--- src/rtl/adder_tb_pkg.sv ---
// Shared types and constants for the adder stimulus/checker block.
package adder_tb_pkg;

  localparam int OP_W        = 32;
  localparam int RESULT_W    = 40;
  localparam int DUT_LATENCY = 2;

  // Right-shift Galois mask for x^32 + x^22 + x^2 + x + 1
  localparam logic [OP_W-1:0] LFSR_TAPS = 32'h8020_0003;

  typedef enum logic [1:0] {
    ST_IDLE  = 2'd0,
    ST_RUN   = 2'd1,
    ST_DRAIN = 2'd2,
    ST_DONE  = 2'd3
  } state_e;

  typedef struct packed {
    logic                valid;
    logic [RESULT_W-1:0] expected;
  } pipe_t;

  function automatic logic [OP_W-1:0] lfsr_step(input logic [OP_W-1:0] v);
    logic [OP_W-1:0] shifted;
    shifted = v >> 1;
    if (v[0]) begin
      lfsr_step = shifted ^ LFSR_TAPS;
    end else begin
      lfsr_step = shifted;
    end
  endfunction

  function automatic logic [RESULT_W-1:0] expected_sum(input logic [OP_W-1:0] a,
                                                       input logic [OP_W-1:0] b);
    logic [OP_W:0] sum;
    sum = {1'b0, a} + {1'b0, b};
    expected_sum = {7'b0000000, sum};
  endfunction

endpackage

--- src/rtl/lfsr32.sv ---
// 32-bit Galois LFSR with seed load, advance enable and zero-seed substitution.
module lfsr32
  import adder_tb_pkg::*;
(
  input  logic            clk,
  input  logic            nRST,
  input  logic            load_i,
  input  logic [OP_W-1:0] seed_i,
  input  logic            en_i,
  output logic [OP_W-1:0] next_o
);

  logic [OP_W-1:0] lfsr_q;
  logic [OP_W-1:0] lfsr_d;
  logic [OP_W-1:0] seed_s;

  // A load already yields the first step so the caller can drive it the same cycle.
  always_comb begin
    seed_s = seed_i;
    lfsr_d = lfsr_q;
    if (seed_i == 32'h0000_0000) begin
      seed_s = 32'h0000_0001;
    end else begin
      seed_s = seed_i;
    end
    if (load_i) begin
      lfsr_d = lfsr_step(seed_s);
    end else if (en_i) begin
      lfsr_d = lfsr_step(lfsr_q);
    end else begin
      lfsr_d = lfsr_q;
    end
  end

  // LFSR state register
  always_ff @(posedge clk) begin
    if (!nRST) begin
      lfsr_q <= 32'h0000_0001;
    end else begin
      lfsr_q <= lfsr_d;
    end
  end

  assign next_o = lfsr_d;

endmodule

--- config.mk ---
export PLATFORM = sky130hd
export DESIGN_NAME = lfsr32
export DESIGN_NICKNAME = d
export VERILOG_FILES = /design/src/rtl/adder_tb_pkg.sv /design/src/rtl/lfsr32.sv
export SDC_FILE = /design/constraint.sdc
export NUM_CORES = 1
export LEC_CHECK = 0
export ABC_CLOCK_PERIOD_IN_PS = 1900
export CAP_MARGIN = 0
export CORE_MARGIN = 2
export CORE_UTILIZATION = 45
export CTS_BUF_LIST = sky130_fd_sc_hd__clkbuf_8
export DETAILED_ROUTE_END_ITERATION = 16
export HOLD_SLACK_MARGIN = 0.08
export PLACE_DENSITY = 0.82
export SLEW_MARGIN = 20
export SYNTH_ARGS = -nofsm -noshare
export SYNTH_HDL_FRONTEND = slang
export SYNTH_SLANG_ARGS = --single-unit
--- constraint.sdc ---
create_clock -name clk -period 1.9 [get_ports clk]
set_input_delay 0.38 -clock clk [delete_from_list [all_inputs] [get_ports clk]]
set_output_delay 0.38 -clock clk [all_outputs]
set_load 0.05 [all_outputs]
* Word-level counts from Yosys, hierarchy flattened
Index checks and enable logic that the tools add are counted.
Word-level totals: register bits 32, input bits 36, output and inout bits 32, word-level logic and storage cells 9
Cells by class: mux-type cells 5, bitwise gates (word level) 2, reductions and logical operators 1
Operators by type and width (count):
- 32-bit two-way mux | 5
- 32-bit zero test | 1
- 3-bit inverter with 4-bit output | 2

* Logic depth before layout (Yosys ltp)
depth after elaboration 5, depth in mapped cells 6, depth with buffers taken out 4

* Least setup slack after synthesis
Ideal clock, no wire load.
path kind in2out, from in seed_i[0], to out next_o[0], arrival 2.062 ns, slack -0.542 ns, stages on the path 6, path buffers 2, path through buf_6 nor4_2 nand4_1 or2_1 buf_6 a31oi_1
Between the ends: word-level cells in the longest chain between the ends 5
RTL lines:
- start, declared | line lfsr32.sv:8 | input logic [OP_W-1:0] seed_i,
- 32-bit zero test | line lfsr32.sv:21 | if (seed_i == 32'h0000_0000) begin
- 32-bit two-way mux (*) | line lfsr32.sv:21
- 3-bit inverter with 4-bit output (no source line)
- 32-bit two-way mux (*) | line adder_tb_pkg.sv:26 | if (v[0]) begin
- 32-bit two-way mux (*) | line lfsr32.sv:26 | if (load_i) begin
- end, declared | line lfsr32.sv:10 | output logic [OP_W-1:0] next_o
Mark *: on every way between the ends. The rest lies on a longest branch, timed or not.

* Final worst setup path
from in seed_i[14], to out next_o[21]
Between the ends: word-level cells in the longest chain between the ends 5
RTL lines (line):
- 32-bit zero test (*) | lfsr32.sv:21
- 32-bit two-way mux (*) | lfsr32.sv:21
- 3-bit inverter with 4-bit output (no source line)
- 32-bit two-way mux (*) | adder_tb_pkg.sv:26
- 32-bit two-way mux (*) | lfsr32.sv:26
Marks and branches as above.

==> flow_summary.yaml <==
cells_and_area:
  drive_above_1_share_pct: 44.6
  final_util_pct: 85.4
  top_regs: "lfsr_q: 32 flops"
  regMostFlops: "lfsr_q"
  antenna_cells: 0
  area_growth_pct: 82.7
  n_fill_cell: 169
  nets: 311
  final_area_sq_um: 3100
  largest_reg_flops: 32
drt:
  dr.pass1.iters: 4
  avgViaCountPerCell: 5.43
  vias: 1760
  drc_errors: 0
  ant_nets: 0
  totalWireLength_um: 5500
  avgRoutedWirePerCell_um: 17.0
  drtIter0Drc: 73
synthesis:
  synth_most_common_cell: "dfxtp_1"
  synth_area_sq_um: 1700
  synth_edf_count: 0
  ys_warn_count: 0
  async_reset_ff_share_pct: 0
  yosysTopAreaCellShare_pct: 37.7
  ys_ff_latch: 32
  syn_nets: 235
  syn_inst: 199
  synth.distinct_cells: 27
  avgSynthCellArea_sq_um: 8.53
  ys_seq_area_share_pct: 37.7
  synth_common_cells: "dfxtp_1, nand2_1, and2_1, mux2i_1, o21ai_0"
  synth_ff_type: "dfxtp_1"
  synth_largest_area_cell: "dfxtp_1"
  synthTopCellsByArea: "dfxtp_1, mux2i_1, and2_1, o21ai_0, nand2_1"
flow_run:
  cap_violations: 0
placement:
  pre_cts_ws_ps: -666
  dp_hpwl_um: 3750
  io_buffers: 67
  dpl_cell_area_sq_um: 2960
  place_congestion: 0.814
setup_path:
  start_kind: "primary input"
  startpoint: "seed_i[14]"
  cp.required_ps: 1520
  r2r_start: "lfsr_q[31]"
  crit_fanout: 5
  crit_type: "primary input to output pin"
  worst_setup_path_end_kind: "output pin"
  arrival_ps: 1680
cts:
  cts.sinks: 32
  htreeDepth: 2
  cts.clk_slew.worst_paths_ps: 70
  cts_tree: "yes"
  cts.path.max_buffers: 2
  clk_latency_ps: 280
  ctsHoldBuffers: 0
  cts_root_buf: "clkbuf_8"
  cts_buffers: 5
global_route:
  grt_max_degree: 26
  grtUsageTotal_pct: 27.6
  first_global_vias: 1780
  antenna_found_initial: 0
  grt_pass1_wl_um: 8830
  grt-ovfl-total: 0
status:
  run_status: "finished, violations left"
  violations: "setup timing"
min_path:
  hold_class: "primary input to flop"
  hp-start: "seed_i[23]"
floorplan:
  start_util_pct: 46.7
  core_sq_um: 3630
  die_w_um: 65.4
  dieHeight_um: 65.4
  dieArea_sq_um: 4280
  pin_count: 68
  rows: 22
timing:
  fmax_mhz: 485
  worst_clock_skew_ps: 7.95
  fin_crit_ps: 2060
  setup_ws_ps: -163
  worstMarginPinSlew_ps: 514
  hold_viol: 0
  slew_headroom_pct: 65.5
  drv_slew: 0
  rsz0062_at_grt: "true"
  period_share_pct: 109
  setup_viol: 4
power_and_ir_drop:
  ir_drop_mv: 0.769
  cellLeakagePower_uw: 0.00133
  finalPower_uw: 2240
  p_per_area_nw_per_um2: 722
-- report_power, final --
group          switching (uW)  internal, uW  leakage [uW]
Clock                     253           384     0.0000593
Sequential               26.0           714      0.000264
Combinational             466           396       0.00101
-- path summary, 6_finish.rpt --
kind                            cells after the start  slack [ps]          to
worst max-delay path                                6        -160  next_o[21]
worst min-delay path                                4         490  lfsr_q[22]
worst max register to register                      3         760  lfsr_q[31]
worst min register to register                      3         740   lfsr_q[9]
-- cells in the final DEF (no fill, tap or decap), drive strengths merged, types with 3 or more instances in the layout --
cell           Yosys  routed
clkdlybuf4s15      0       6
buf                7      71
o21ai             28      28
mux2i             28      28
dfxtp             32      32
nor4               8       8
nor2               5       5
nand2             29      29
a311oi             3       3
inv                2       3
and2              28      28
clkbuf            10      13
a31oi              4       4
xnor2              6       6
-- kinds of logic (layout without fill, tap and decap cells) --
kind of cell / Yosys count / in the layout / share of synthesized area (%)
AND/OR/NAND/NOR: 75 / 75 / 24.2
buffers and inverters: 19 / 96 / 5.67
XOR/XNOR: 6 / 6 / 3.10
multiplexers: 28 / 28 / 16.5
AO/OA/AOI/OAI: 39 / 39 / 12.8
flip-flops: 32 / 32 / 37.7
-- per-layer routing --
layer	wire length [um]	global-route usage (%)	vias to the layer above
li1	-	-	847
met5	0	0	-
met3	279	8.05	6
met4	55	7.81	0
met1	2240	32.8	846
met2	2930	48.1	61
-- what timing repair did --
action / 4_1_cts / 5_1_grt
pin swaps: 15 / 12
setup endpoints to repair: 5 / 4
setup buffers: 2 / 0
resized for setup: 111 / 23
-- per-stage QoR --
stage,cells,hold slack [ps],setup TNS [ps]
CTS,324,463,-460
detailed placement,314,719,-3400
floorplan,199,641,-2830
global placement,314,698,-3460
global route,324,495,-639
finish,324,486,-561
-- cell type report --
type                       count  area, sq um  area share, %
sequential                    32          641           20.7
inverter                       2         7.51          0.242
multi-input combinational    148         1190           38.5
timing repair buffer          86         1090           35.2
tap                           48         60.1           1.94
clock inverter                 3         38.8           1.25
clock buffer                   5         68.8           2.22
-- worst max-delay path: stages --
cell,delay [ps]
clkdlybuf4s15_1,250
nor4_4,180
nand4_1,160
or2_4,340
a31oi_4,210
buf_12,160
No activity file was read; power rests on OpenSTA's default activity.
